$ cat src/rtl/mc_ctrl.sv
// Multicycle MIPS-subset control unit: FETCH/DECODE/EXEC/MEM/WB sequencing, strobes and retired-instruction counter.
// Optional feature macro MC_CTRL_ILLEGAL_HALT_EN: undecoded instructions park the FSM in HALT until reset.
module mc_ctrl (
   input  logic        clk,
   input  logic        reset,
   input  logic [5:0]  opcode,
   input  logic [5:0]  funct,
   input  logic        zero,
   output logic [1:0]  wrsel,
   output logic [1:0]  wdsel,
   output logic        bsel,
   output logic        irwrite,
   output logic        pcwrite,
   output logic        regwrite,
   output logic        memwrite,
   output logic [1:0]  npcsel,
   output logic [2:0]  aluop,
   output logic        extop,
   output logic [2:0]  state,
   output logic [31:0] retired
);

   localparam logic [2:0] S_FETCH  = 3'd0;
   localparam logic [2:0] S_DECODE = 3'd1;
   localparam logic [2:0] S_EXEC   = 3'd2;
   localparam logic [2:0] S_MEM    = 3'd3;
   localparam logic [2:0] S_WB     = 3'd4;
   localparam logic [2:0] S_HALT   = 3'd5;

   logic [2:0]  state_q, state_d;
   logic [31:0] retired_q, retired_d;

   logic isRtype, isAddu, isSubu, isJr, isNop;
   logic isOri, isLw, isSw, isBeq, isLui, isJal;
   logic isLegal;

   assign isRtype = (opcode == 6'b000000);
   assign isAddu  = isRtype && (funct == 6'b100001);
   assign isSubu  = isRtype && (funct == 6'b100011);
   assign isJr    = isRtype && (funct == 6'b001000);
   assign isNop   = isRtype && (funct == 6'b000000);
   assign isOri   = (opcode == 6'b001101);
   assign isLw    = (opcode == 6'b100011);
   assign isSw    = (opcode == 6'b101011);
   assign isBeq   = (opcode == 6'b000100);
   assign isLui   = (opcode == 6'b001111);
   assign isJal   = (opcode == 6'b000011);
   assign isLegal = isAddu | isSubu | isJr | isNop | isOri | isLw | isSw | isBeq | isLui | isJal;

   always_comb begin
      state_d = S_FETCH;
      case (state_q)
         S_FETCH:  state_d = S_DECODE;
         S_DECODE: begin
            if (isJal || isJr || isNop) begin
               state_d = S_FETCH;
            end else if (isLegal) begin
               state_d = S_EXEC;
            end else begin
`ifdef MC_CTRL_ILLEGAL_HALT_EN
               state_d = S_HALT;
`else
               state_d = S_FETCH;
`endif
            end
         end
         S_EXEC: begin
            if (isLw || isSw) begin
               state_d = S_MEM;
            end else if (isAddu || isSubu || isOri || isLui) begin
               state_d = S_WB;
            end else begin
               state_d = S_FETCH;
            end
         end
         S_MEM:    state_d = isLw ? S_WB : S_FETCH;
         S_WB:     state_d = S_FETCH;
`ifdef MC_CTRL_ILLEGAL_HALT_EN
         S_HALT:   state_d = S_HALT;
`else
         S_HALT:   state_d = S_FETCH;
`endif
         default:  state_d = S_FETCH;
      endcase
   end

   // An instruction retires whenever the FSM re-enters FETCH; FETCH itself never loops.
   assign retired_d = ((state_d == S_FETCH) && (state_q != S_FETCH)) ? retired_q + 32'd1 : retired_q;

   always_ff @(posedge clk or posedge reset) begin
      if (reset) begin
         state_q   <= S_FETCH;
         retired_q <= 32'd0;
      end else begin
         state_q   <= state_d;
         retired_q <= retired_d;
      end
   end

   // Outputs are gated by reset so an aborted instruction emits nothing while reset is high.
   always_comb begin
      wrsel    = 2'b00;
      wdsel    = 2'b00;
      bsel     = 1'b0;
      irwrite  = 1'b0;
      pcwrite  = 1'b0;
      regwrite = 1'b0;
      memwrite = 1'b0;
      npcsel   = 2'b00;
      aluop    = 3'b000;
      extop    = 1'b0;
      if (!reset) begin
         case (state_q)
            S_FETCH: begin
               irwrite = 1'b1;
               pcwrite = 1'b1;
            end
            S_DECODE: begin
               if (isJal) begin
                  regwrite = 1'b1;
                  wrsel    = 2'b10;
                  wdsel    = 2'b10;
                  pcwrite  = 1'b1;
                  npcsel   = 2'b10;
               end else if (isJr) begin
                  pcwrite  = 1'b1;
                  npcsel   = 2'b11;
               end
            end
            S_EXEC: begin
               bsel  = isOri | isLui | isLw | isSw;
               extop = isLw | isSw | isBeq;
               if (isSubu || isBeq) begin
                  aluop = 3'b001;
               end else if (isOri) begin
                  aluop = 3'b010;
               end else if (isLui) begin
                  aluop = 3'b011;
               end
               if (isBeq) begin
                  pcwrite = zero;
                  npcsel  = 2'b01;
               end
            end
            S_MEM: begin
               memwrite = isSw;
            end
            S_WB: begin
               regwrite = 1'b1;
               wrsel    = (isAddu || isSubu) ? 2'b01 : 2'b00;
               wdsel    = isLw ? 2'b01 : 2'b00;
            end
            default: ;
         endcase
      end
   end

   assign state   = state_q;
   assign retired = retired_q;

endmodule

$ cat config.mk
export PLATFORM = sky130hd
export DESIGN_NAME = mc_ctrl
export DESIGN_NICKNAME = d
export VERILOG_FILES = /design/src/rtl/mc_ctrl.sv
export SDC_FILE = /design/constraint.sdc
export NUM_CORES = 1
export LEC_CHECK = 0
export BUFFER_PORTS_ARGS = -buffer_cell sky130_fd_sc_hd__buf_2
export CAP_MARGIN = 15
export CORE_ASPECT_RATIO = 1.25
export CORE_MARGIN = 4
export CORE_UTILIZATION = 25
export DETAILED_ROUTE_END_ITERATION = 6
export GPL_TIMING_DRIVEN = 0
export PLACE_DENSITY_LB_ADDON = 0.2
export SLEW_MARGIN = 25
export SYNTH_ARGS = -nofsm -noshare
export SYNTH_HDL_FRONTEND = slang
export SYNTH_SLANG_ARGS = --single-unit
$ cat constraint.sdc
create_clock -name clk -period 3.2 [get_ports clk]
set_input_delay 0.64 -clock clk [delete_from_list [all_inputs] [get_ports clk]]
set_output_delay 0.64 -clock clk [all_outputs]
set_load 0.005 [all_outputs]
==> reports/metrics.csv, run 1 <==
stage,metric,value,unit
cts,number of setup buffers added after CTS,0,
cts,H-tree levels,2,
finish,area grow syn2layout,25.9,%
timing,final slew viol count,0,
run_status,status,completed,
timing,period utilization,87.9,%
synth,Netlist cell types,41,
critical_path,crit path launch type,primary input,
route,Vias,1874,
run,max-cap viol count,0,
placed_design,number of port buffers,60,
grt,via count of the first global-routing pass,1813,
finish,Inserted Diodes,0,
placed_design,HPWL after detailed placement,4.28,mm
route,Remaining DRCs,0,
pwr,P per Cell Area,475,mW/mm^2
synth,dominant synthesized flop cell,dfrtp_1,
route,drt first-iter violations,86,
die,core area,0.00788,mm^2
cts,Bufs on Longest Clock Path,2,
placed_design,final RePlAce weighted congestion,0.910,
grt,global-route wire length before repair,8.83,mm
critical_path,CP required,2.56,ns
finish,most frequent cells in the layout,"buf_2, dfrtp_1, xor2_1",
finish,layout cells sized above 1,29.5,%
grt,initial antenna violation count,0,
timing,setup violators final,0,
synth,Syn Inst Count,223,
die,full die area,0.00972,mm^2
critical_path,crit path DAT,2.17,ns
timing,final worst setup slack,0.388,ns
cts,"Reg clk slew, reported paths",0.08,ns
cts,CTS Buf Count,5,
critical_path,crit path kind,in -> out,
critical_path,maximum fanout along the worst path,5,
finish,area of the multi-input gates,0.00106,mm^2
cts,cts repair resizes,0,
pwr,Max IR drop VDD,0.188,mV
cts,insertion delay to the later sink of the worst-skew pair,0.29,ns
synth,"Seq/Total Area, Yosys",42.7,%
worst_hold_path,Hold Path Class,in -> async,
finish,register area,876,um^2
timing,RSZ-0062 raised after global routing,no,
cts,CTS Root Buffer Type,clkbuf_8,
route,final wirelength,5.56,mm
route,"antenna viol nets, final",0,
timing,slew margin rel.,58.7,%
synth,Post-Syn Area per Cell,9.20,um^2
cts,CTS tree,yes,
timing,Max Freq,356,MHz
placed_design,setup slack at placement,0.379,ns
pwr,overall power,0.00123,W
timing,Worst Skew,0.0101,ns
synth,post-synthesis async set-or-reset flop share,100,%
synth,post-synthesis net count,239,
pwr,Leak,1.28,nW
timing,Slew @ Worst Pin,0.619,ns
synth,synthesized area,0.00205,mm^2
synth,number of enable flip-flop cells after synthesis,0,
grt,GRT Util Overall,11.5,%
finish,"commonest non-fill, non-tap cell in the layout",buf_2,
route,Vias/cell,4.84,
synth,yosys warns,0,
finish,"Net count, final",307,
cts,Post-CTS Hold Buffers,0,
route,DR WL/cell,14.4,um
timing,Final Hold Vio Count,0,
die,# rows,36,
route,DRT Pass-1 Iters,4,
cts,CTS Sinks,35,
grt,total grt overflow,0,
synth,post-synthesis register bit count,35,
timing,post-layout minimum cycle time,2.81,ns
finish,Fillers,821,
die,Starting Density,26.0,%
die,Die Height,109,um
grt,largest net degree at the start of global routing,24,
die,die width,89.0,um
die,io pins,65,
critical_path,crit end category,primary output,
==> synth_stat cells (all sizes together) (2+ instances only) <==
cell type  count  share of area [%]
nand2         13                2.4
nor4b          2               0.85
or2            4                1.2
nor2          18                3.3
nand3b         2               0.73
inv           13                2.4
a21oi          3               0.73
or4            2               0.73
a21o           2               0.73
buf            5                1.7
nor3          14                3.7
a21boi         2               0.73
dfrtp         35                 43
a211o          2               0.85
nand2b         2               0.61
nand4         12                3.7
nor3b          3                1.1
clkbuf         9                1.7
nand3         15                3.9
o21ai          3               0.73
xnor2         10                4.3
o2111ai        2               0.85
nor4          17                5.9
xor2          21                9.0
==> layer usage <==
layer / wire [um] / GRT usage [%]
met5: 0 / 0
met4: 72 / 3.72
met3: 425 / 1.89
met2: 2640 / 19.6
met1: 2430 / 14.8
==> kinds of logic (layout without fill, tap and decap cells) <==
group                    count (synthesis)  after routing  share of synthesized area (%)
AO/OA/AOI/OAI                           18             18                           6.65
AND/OR/NAND/NOR                        108            108                           29.8
multiplexers                             2              2                           1.04
other                                    1              1                          0.183
flip-flops                              35             35                           42.7
XOR/XNOR                                31             31                           13.2
adder cells (fa/ha/maj)                  1              1                          0.610
buffers and inverters                   27             96                           5.80
==> final timing paths <==
check                       startpoint           to  slack [ns]  cells past startpoint
min in group clk           retired[31]  retired[31]        0.47                      1
hold / removal                   reset  retired[31]        0.45                      2
setup / recovery             opcode[5]      pcwrite        0.39                      7
max in group asynchronous        reset  retired[21]        2.31                      3
hold reg to reg            retired[31]  retired[31]        0.47                      1
setup reg to reg              state[0]  retired[13]        0.81                      7
==> critical path, cell delays in order <==
cell,delay [ns]
buf_2,0.11
nor2_1,0.23
nor4b_1,0.48
nand3_1,0.16
a211o_1,0.31
a21oi_1,0.11
buf_2,0.13
==> stage by stage <==
stage,hold slack [ns],cells,setup TNS [ns],area [um^2],utilization [%]
after CTS,0.456,387,0,2580,32.7
after floorplan,0.468,223,0,2050,-
after global placement,0.456,378,-0.868,2470,31.3
after detailed placement,0.473,379,0,2500,31.7
final,0.452,387,0,2580,32.7
after global routing,0.491,387,0,2580,32.7
==> report_power, final <==
part / internal, W / total (W) / switching (W) / leakage, nW
combinational: 0.000153 / 0.000346 / 0.000193 / 0.789
clock: 0.000149 / 0.000311 / 0.000162 / 0.0477
sequential: 0.000497 / 0.000568 / 0.0000717 / 0.440
total: 0.000799 / 0.00123 / 0.000427 / 1.28
==> layout make-up <==
cell class | count | share of cell area, %
Timing Repair Buffer | 61 | 12.7
Inverter | 13 | 1.89
Buffer | 14 | 2.71
Multi-Input combinational cell | 161 | 40.9
Clock buffer | 5 | 2.67
Clock inverter | 3 | 0.582
Sequential cell | 35 | 33.9
Tap cell | 95 | 4.60
==> registers in the layout, indices dropped and copies added, names as in the netlist <==
| name | cells |
|---|---|
| retired | 32 |
| state | 3 |
No activity file was read; power rests on OpenSTA's default activity.
==> inputs of run 2 (changes only) <==
==> constraint.sdc (replaced) <==
create_clock -name clk -period 2.7 [get_ports clk]
set_input_delay 0.54 -clock clk [delete_from_list [all_inputs] [get_ports clk]]
set_output_delay 0.54 -clock clk [all_outputs]
set_load 0.005 [all_outputs]
==> run 2 against run 1 <==
  * Clock skew hardly changed
  * Critical endpoint unchanged
  * First-iteration DRC count is 7.0% higher
  * Non-clock buffer count stayed put
==> reports/metrics.csv, run 2 (same netlist as run 1, synthesis figures left out) <==
stage,metric,value,unit,change
run_status,status,completed,,
placed_design,cell count after placement,379,,unchanged
timing,slew margin rel.,58.7,%,about the same
critical_path,largest stage delay on the critical path,0.41,ns,-0.07 ns
route,final wirelength,5.59,mm,+0.49%
cts,number of setup buffers added after CTS,0,,unchanged
die,Die Height,109,um,unchanged
finish,area grow syn2layout,26.4,%,
finish,Fillers,819,,-0.24%
cts,Bufs on Longest Clock Path,2,,unchanged
cts,CTS Root Buffer Type,clkbuf_8,,
route,Vias/cell,4.86,,+0.27%
timing,setup violators final,0,,unchanged
grt,largest net degree at the start of global routing,24,,unchanged
grt,via count of the first global-routing pass,1813,,unchanged
finish,max reg flops,32,,unchanged
route,DR WL/cell,14.4,um,+0.49%
route,drt first-iter violations,92,,+7.0%
cts,insertion delay to the later sink of the worst-skew pair,0.29,ns,about the same
timing,Final Hold Vio Count,0,,unchanged
finish,post-route cell area,0.00259,mm^2,+0.44%
cts,CTS Sinks,35,,unchanged
die,full die area,0.00972,mm^2,unchanged
placed_design,setup slack at placement,-0.0207,ns,-0.400 ns
critical_path,"Cell Chain, Critical Path",clkbuf_1 > nor4_1 > nand4_1 > o21ai_0 > nand2_1 > a21oi_1 > buf_2,,
cts,CTS tree,yes,,
grt,GRT Util Overall,11.5,%,unchanged
finish,area of the multi-input gates,0.00107,mm^2,+1.1%
cts,"Reg clk slew, reported paths",0.08,ns,about the same
finish,non-filler cells in the finished layout,387,,unchanged
route,Vias,1879,,+0.27%
critical_path,crit end category,primary output,,
route,"antenna viol nets, final",0,,unchanged
die,die width,89.0,um,unchanged
pwr,Leak,1.28,nW,+0.34%
timing,post-layout minimum cycle time,2.47,ns,
finish,register area,876,um^2,unchanged
grt,global-route wire length before repair,8.83,mm,unchanged
timing,Slew @ Worst Pin,0.619,ns,+0.000143 ns
route,Remaining DRCs,0,,unchanged
timing,final worst setup slack,0.229,ns,-0.159 ns
die,io pins,65,,unchanged
critical_path,crit path DAT,1.93,ns,-0.24 ns
pwr,Max IR drop VDD,0.223,mV,+19%
critical_path,maximum fanout along the worst path,9,,+4
finish,most frequent cells in the layout,"buf_2, dfrtp_1, xor2_1",,
finish,"Net count, final",307,,unchanged
timing,Max Freq,405,MHz,
critical_path,CP required,2.16,ns,-0.40 ns
placed_design,placed cell areas,0.00250,mm^2,unchanged
cts,CTS Buf Count,5,,unchanged
die,Starting Density,26.0,%,unchanged
die,# rows,36,,unchanged
critical_path,crit path launch type,primary input,,
die,core area,0.00788,mm^2,unchanged
finish,final core occ,32.9,%,+0.14 points
cts,H-tree levels,2,,unchanged
cts,Post-CTS Hold Buffers,0,,unchanged
critical_path,worst path bufs/invs,2,,unchanged
critical_path,Worst path slowest cell,nor4_1,,
timing,Worst Skew,0.0101,ns,-0.00000300 ns
cts,cts repair resizes,0,,unchanged
worst_hold_path,Hold Path Class,in -> async,,
finish,layout cells sized above 1,30.1,%,+0.68 points
grt,total grt overflow,0,,unchanged
critical_path,crit path kind,in -> out,,
timing,RSZ-0062 raised after global routing,no,,
critical_path,cell family with most CP delay,simple AND/OR/NAND/NOR gates,,
timing,period utilization,91.5,%,
placed_design,number of port buffers,60,,unchanged
placed_design,final RePlAce weighted congestion,0.910,,unchanged
finish,Inserted Diodes,0,,unchanged
grt,initial antenna violation count,0,,unchanged
placed_design,HPWL after detailed placement,4.28,mm,unchanged
run,max-cap viol count,0,,unchanged
pwr,P per Cell Area,561,mW/mm^2,+18%
finish,"commonest non-fill, non-tap cell in the layout",buf_2,,
route,DRT Pass-1 Iters,4,,unchanged
timing,final slew viol count,0,,unchanged
## run 2: cell counts in the layout (fill, tap and decap cells not counted)
No cell type changed its count.
## run 2: power breakdown
group | internal, W | switching (W) | total, W
registers | 0.000589 | 0.0000849 | 0.000674
clock network | 0.000177 | 0.000192 | 0.000369
logic | 0.000184 | 0.000229 | 0.000412
## run 2: worst reg2reg max path, stage by stage, from the launching register on
cell and delay [ns]:
dfrtp_1 0.34, clkbuf_1 0.37, nor2_1 0.13, nand2_1 0.18, a211o_1 0.23, o2111ai_1 0.23
buf_4 0.25, nor4_1 0.38, xor2_1 0.18
## run 2: cell type report
type | instances | share of cell area [%]
Sequential cell | 35 | 33.8
Multi-Input combinational cell | 161 | 41.2
Timing Repair Buffer | 61 | 12.6
Tap cell | 95 | 4.58
Inverter | 13 | 1.88
Clock inverter | 3 | 0.579
Buffer | 14 | 2.70
Clock buffer | 5 | 2.65
## run 2: stage by stage
step / hold WS, ns / TNS [ns] / total power, W
after floorplan: 0.468 / 0 / 0.000934
after global placement: 0.456 / -2.94 / 0.00109
after detailed placement: 0.473 / -0.0490 / 0.00110
after CTS: 0.356 / 0 / 0.00148
after global routing: 0.395 / 0 / 0.00157
final: 0.347 / 0 / 0.00145
## run 2: path summary, 6_finish.rpt
kind	startpoint	to	slack, ns	depth (start not counted)
min reg2reg	retired[31]	retired[31]	0.47	1
min	reset	retired[31]	0.35	2
max	opcode[3]	pcwrite	0.23	7
max reg2reg	state[2]	retired[13]	0.34	8
max in group asynchronous	reset	retired[21]	1.92	3
min in group clk	retired[31]	retired[31]	0.47	1
## run 2: layer usage
metal	GRT usage [%]	part of all wire (%)
met1	14.8	43
met2	19.6	48
met3	1.89	7.7
met4	3.72	1.3
met5	0	0
==> inputs of run 3 (changes only) <==
--- a/config.mk
+++ b/config.mk
@@ -7,9 +7,9 @@
 export LEC_CHECK = 0
 export BUFFER_PORTS_ARGS = -buffer_cell sky130_fd_sc_hd__buf_2
 export CAP_MARGIN = 15
-export CORE_ASPECT_RATIO = 1.25
+export CORE_ASPECT_RATIO = 1.4
 export CORE_MARGIN = 4
-export CORE_UTILIZATION = 25
+export CORE_UTILIZATION = 40
 export DETAILED_ROUTE_END_ITERATION = 6
 export GPL_TIMING_DRIVEN = 0
 export PLACE_DENSITY_LB_ADDON = 0.2
==> run 3 against run 2 <==
  * Sequential power down 0.6%
  * Hold slack improved by 0.024 ns
  * Sequential share of layout area is 0.50 points higher
  * Worst setup slack got worse by 0.025 ns
  * First-iteration DRC count fell by 23%
  * Wire length shrank 8.9%
  * Die area shrank 35%
  * Largest cell class unchanged
==> reports/metrics.csv, run 3 (same netlist as run 1, synthesis figures left out) <==
stage,metric,value,unit,change
finish,final core occ,52.0,%,+19 points
die,Die Height,92.7,um,-15%
die,die width,68.5,um,-23%
finish,"Net count, final",307,,unchanged
cts,"Reg clk slew, reported paths",0.08,ns,about the same
placed_design,final RePlAce weighted congestion,0.734,,-19%
critical_path,Setup crit start,opcode[4],,
cts,CTS Root Buffer Type,clkbuf_8,,
critical_path,crit path launch type,primary input,,
critical_path,R2R Path End,retired[20],,
placed_design,HPWL after detailed placement,3.95,mm,-7.7%
grt,global-route wire length before repair,8.45,mm,-4.3%
die,Starting Density,41.7,%,+16 points
critical_path,CP required,2.16,ns,about the same
timing,Worst Skew,0.0104,ns,+0.000286 ns
route,"antenna viol nets, final",0,,unchanged
critical_path,crit path DAT,1.96,ns,+0.03 ns
finish,layout cells sized above 1,29.8,%,-0.34 points
route,Vias,1863,,-0.85%
route,DRT Pass-1 Iters,4,,unchanged
grt,via count of the first global-routing pass,1869,,+3.1%
pwr,Power Internal,0.000952,W,+0.36%
timing,final hold slack,0.371,ns,+0.0241 ns
critical_path,reg2reg start,state[2],,
timing,Max Freq,401,MHz,-0.99%
timing,slew margin rel.,59.9,%,+1.2 points
timing,Slew @ Worst Pin,0.601,ns,-0.0185 ns
worst_hold_path,Hold Path Class,in -> async,,
pwr,overall power,0.00145,W,-0.13%
timing,setup violators final,0,,unchanged
die,# rows,30,,-17%
timing,period utilization,92.4,%,+0.91 points
cts,CTS tree,yes,,
route,final wirelength,5.09,mm,-8.9%
placed_design,number of port buffers,60,,unchanged
cts,CTS Buf Count,5,,unchanged
cts,CTS Sinks,35,,unchanged
pwr,Sequential Power Share,46.1,%,-0.2 points
pwr,Leak,1.27,nW,-0.51%
timing,final slew viol count,0,,unchanged
finish,Fillers,509,,-38%
grt,GRT Util Overall,17.3,%,+5.8 points
finish,area of the multi-input gates,0.00107,mm^2,unchanged
run,max-cap viol count,0,,unchanged
critical_path,r2r worst-path depth,8,,unchanged
timing,Fin Setup TNS,0,ns,unchanged
pwr,P per Cell Area,569,mW/mm^2,+1.3%
route,Remaining DRCs,0,,unchanged
critical_path,crit end category,primary output,,
critical_path,crit path kind,in -> out,,
run_status,status,completed,,
placed_design,placed cell areas,0.00246,mm^2,-1.6%
cts,number of setup buffers added after CTS,0,,unchanged
critical_path,Critical Path Sink,pcwrite,,
finish,post-route cell area,0.00255,mm^2,-1.4%
route,DR WL/cell,14.3,um,-0.96%
finish,"commonest non-fill, non-tap cell in the layout",buf_2,,
critical_path,reg2reg setup slack,0.38,ns,+0.04 ns
die,full die area,0.00635,mm^2,-35%
cts,H-tree levels,2,,unchanged
cts,insertion delay to the later sink of the worst-skew pair,0.29,ns,about the same
grt,largest net degree at the start of global routing,20,,-17%
pwr,Comb pwr share,28.2,%,about the same
die,io pins,65,,unchanged
pwr,Clock Power Share,25.6,%,+0.3 points
finish,area grow syn2layout,24.6,%,
finish,register area,876,um^2,unchanged
grt,total grt overflow,0,,unchanged
route,drt first-iter violations,71,,-23%
grt,initial antenna violation count,0,,unchanged
pwr,Sw Share,34.4,%,-0.32 points
pwr,Max IR drop VDD,0.346,mV,+55%
timing,RSZ-0062 raised after global routing,no,,
pwr,Net Switching,0.000500,W,-1.0%
finish,most frequent cells in the layout,"buf_2, dfrtp_1, xor2_1",,
timing,Final Hold Vio Count,0,,unchanged
route,Vias/cell,5.23,,+7.8%
cts,Bufs on Longest Clock Path,2,,unchanged
finish,max reg flops,32,,unchanged
timing,post-layout minimum cycle time,2.50,ns,+0.0247 ns
critical_path,maximum fanout along the worst path,5,,-4
finish,Inserted Diodes,0,,unchanged
die,core area,0.00492,mm^2,-38%
-- run 3: cell types whose count changed in the layout (fill, tap and decap cells not counted) --
| cell | delta |
|---|---|
| clkinv_2 | -2 |
| clkbuf_1 | +1 |
| clkinvlp_4 | +1 |
-- run 3: layout make-up --
type                            count  share of cell area, %
Tap cell                           64                   3.13
Timing Repair Buffer               61                   12.8
Buffer                             14                   2.74
Multi-Input combinational cell    161                   41.8
Clock buffer                        6                   2.84
Sequential cell                    35                   34.3
Clock inverter                      2                  0.490
Inverter                           13                   1.91
-- run 3: power by group through the flow --
stage | clock network (W) | logic, W | registers, W
CTS | 0.000385 | 0.000415 | 0.000671
global placement | 0 | 0.000398 | 0.000680
global route | 0.000408 | 0.000467 | 0.000682
finish | 0.000372 | 0.000410 | 0.000670
floorplan | 0 | 0.000260 | 0.000674
detailed placement | 0 | 0.000412 | 0.000681
-- run 3: stage by stage --
stage	setup WS [ns]	instances
after floorplan	0.200	223
after global placement	-0.402	347
after detailed placement	0.00298	348
after CTS	0.100	356
after global routing	0.0590	356
final	0.205	356
-- run 3: what timing repair did --
action | 4_1_cts | 5_1_grt
gates resized for setup | 0 | 2
setup endpoints to repair | 0 | 3
endpoints found under the hold margin | 0 | 0
hold buffers | 0 | 0
-- run 3: how the worst min path moves through the flow --
stage,start,endpoint,cells after the start
final,reset,retired[27],2
after global routing,reset,retired[25],2
after global placement,retired[31],retired[31],1
after floorplan,retired[31],retired[31],1
after CTS,reset,retired[27],2
after detailed placement,retired[31],retired[31],1
-- run 3: per-layer routing --
| layer | global-route usage [%] | wire length, um | vias up |
|---|---|---|---|
| li1 | - | - | 926 |
| met1 | 21.0 | 2130 | 873 |
| met2 | 29.2 | 2540 | 55 |
| met3 | 2.91 | 330 | 9 |
| met4 | 7.63 | 97 | 0 |
| met5 | 0 | 0 | - |
-- run 3: worst max-delay path: stages --
cell	delay, ns
buf_2	0.10
nor2_1	0.24
nor4b_2	0.37
nand3_1	0.15
a211o_1	0.31
a21oi_1	0.11
buf_2	0.12
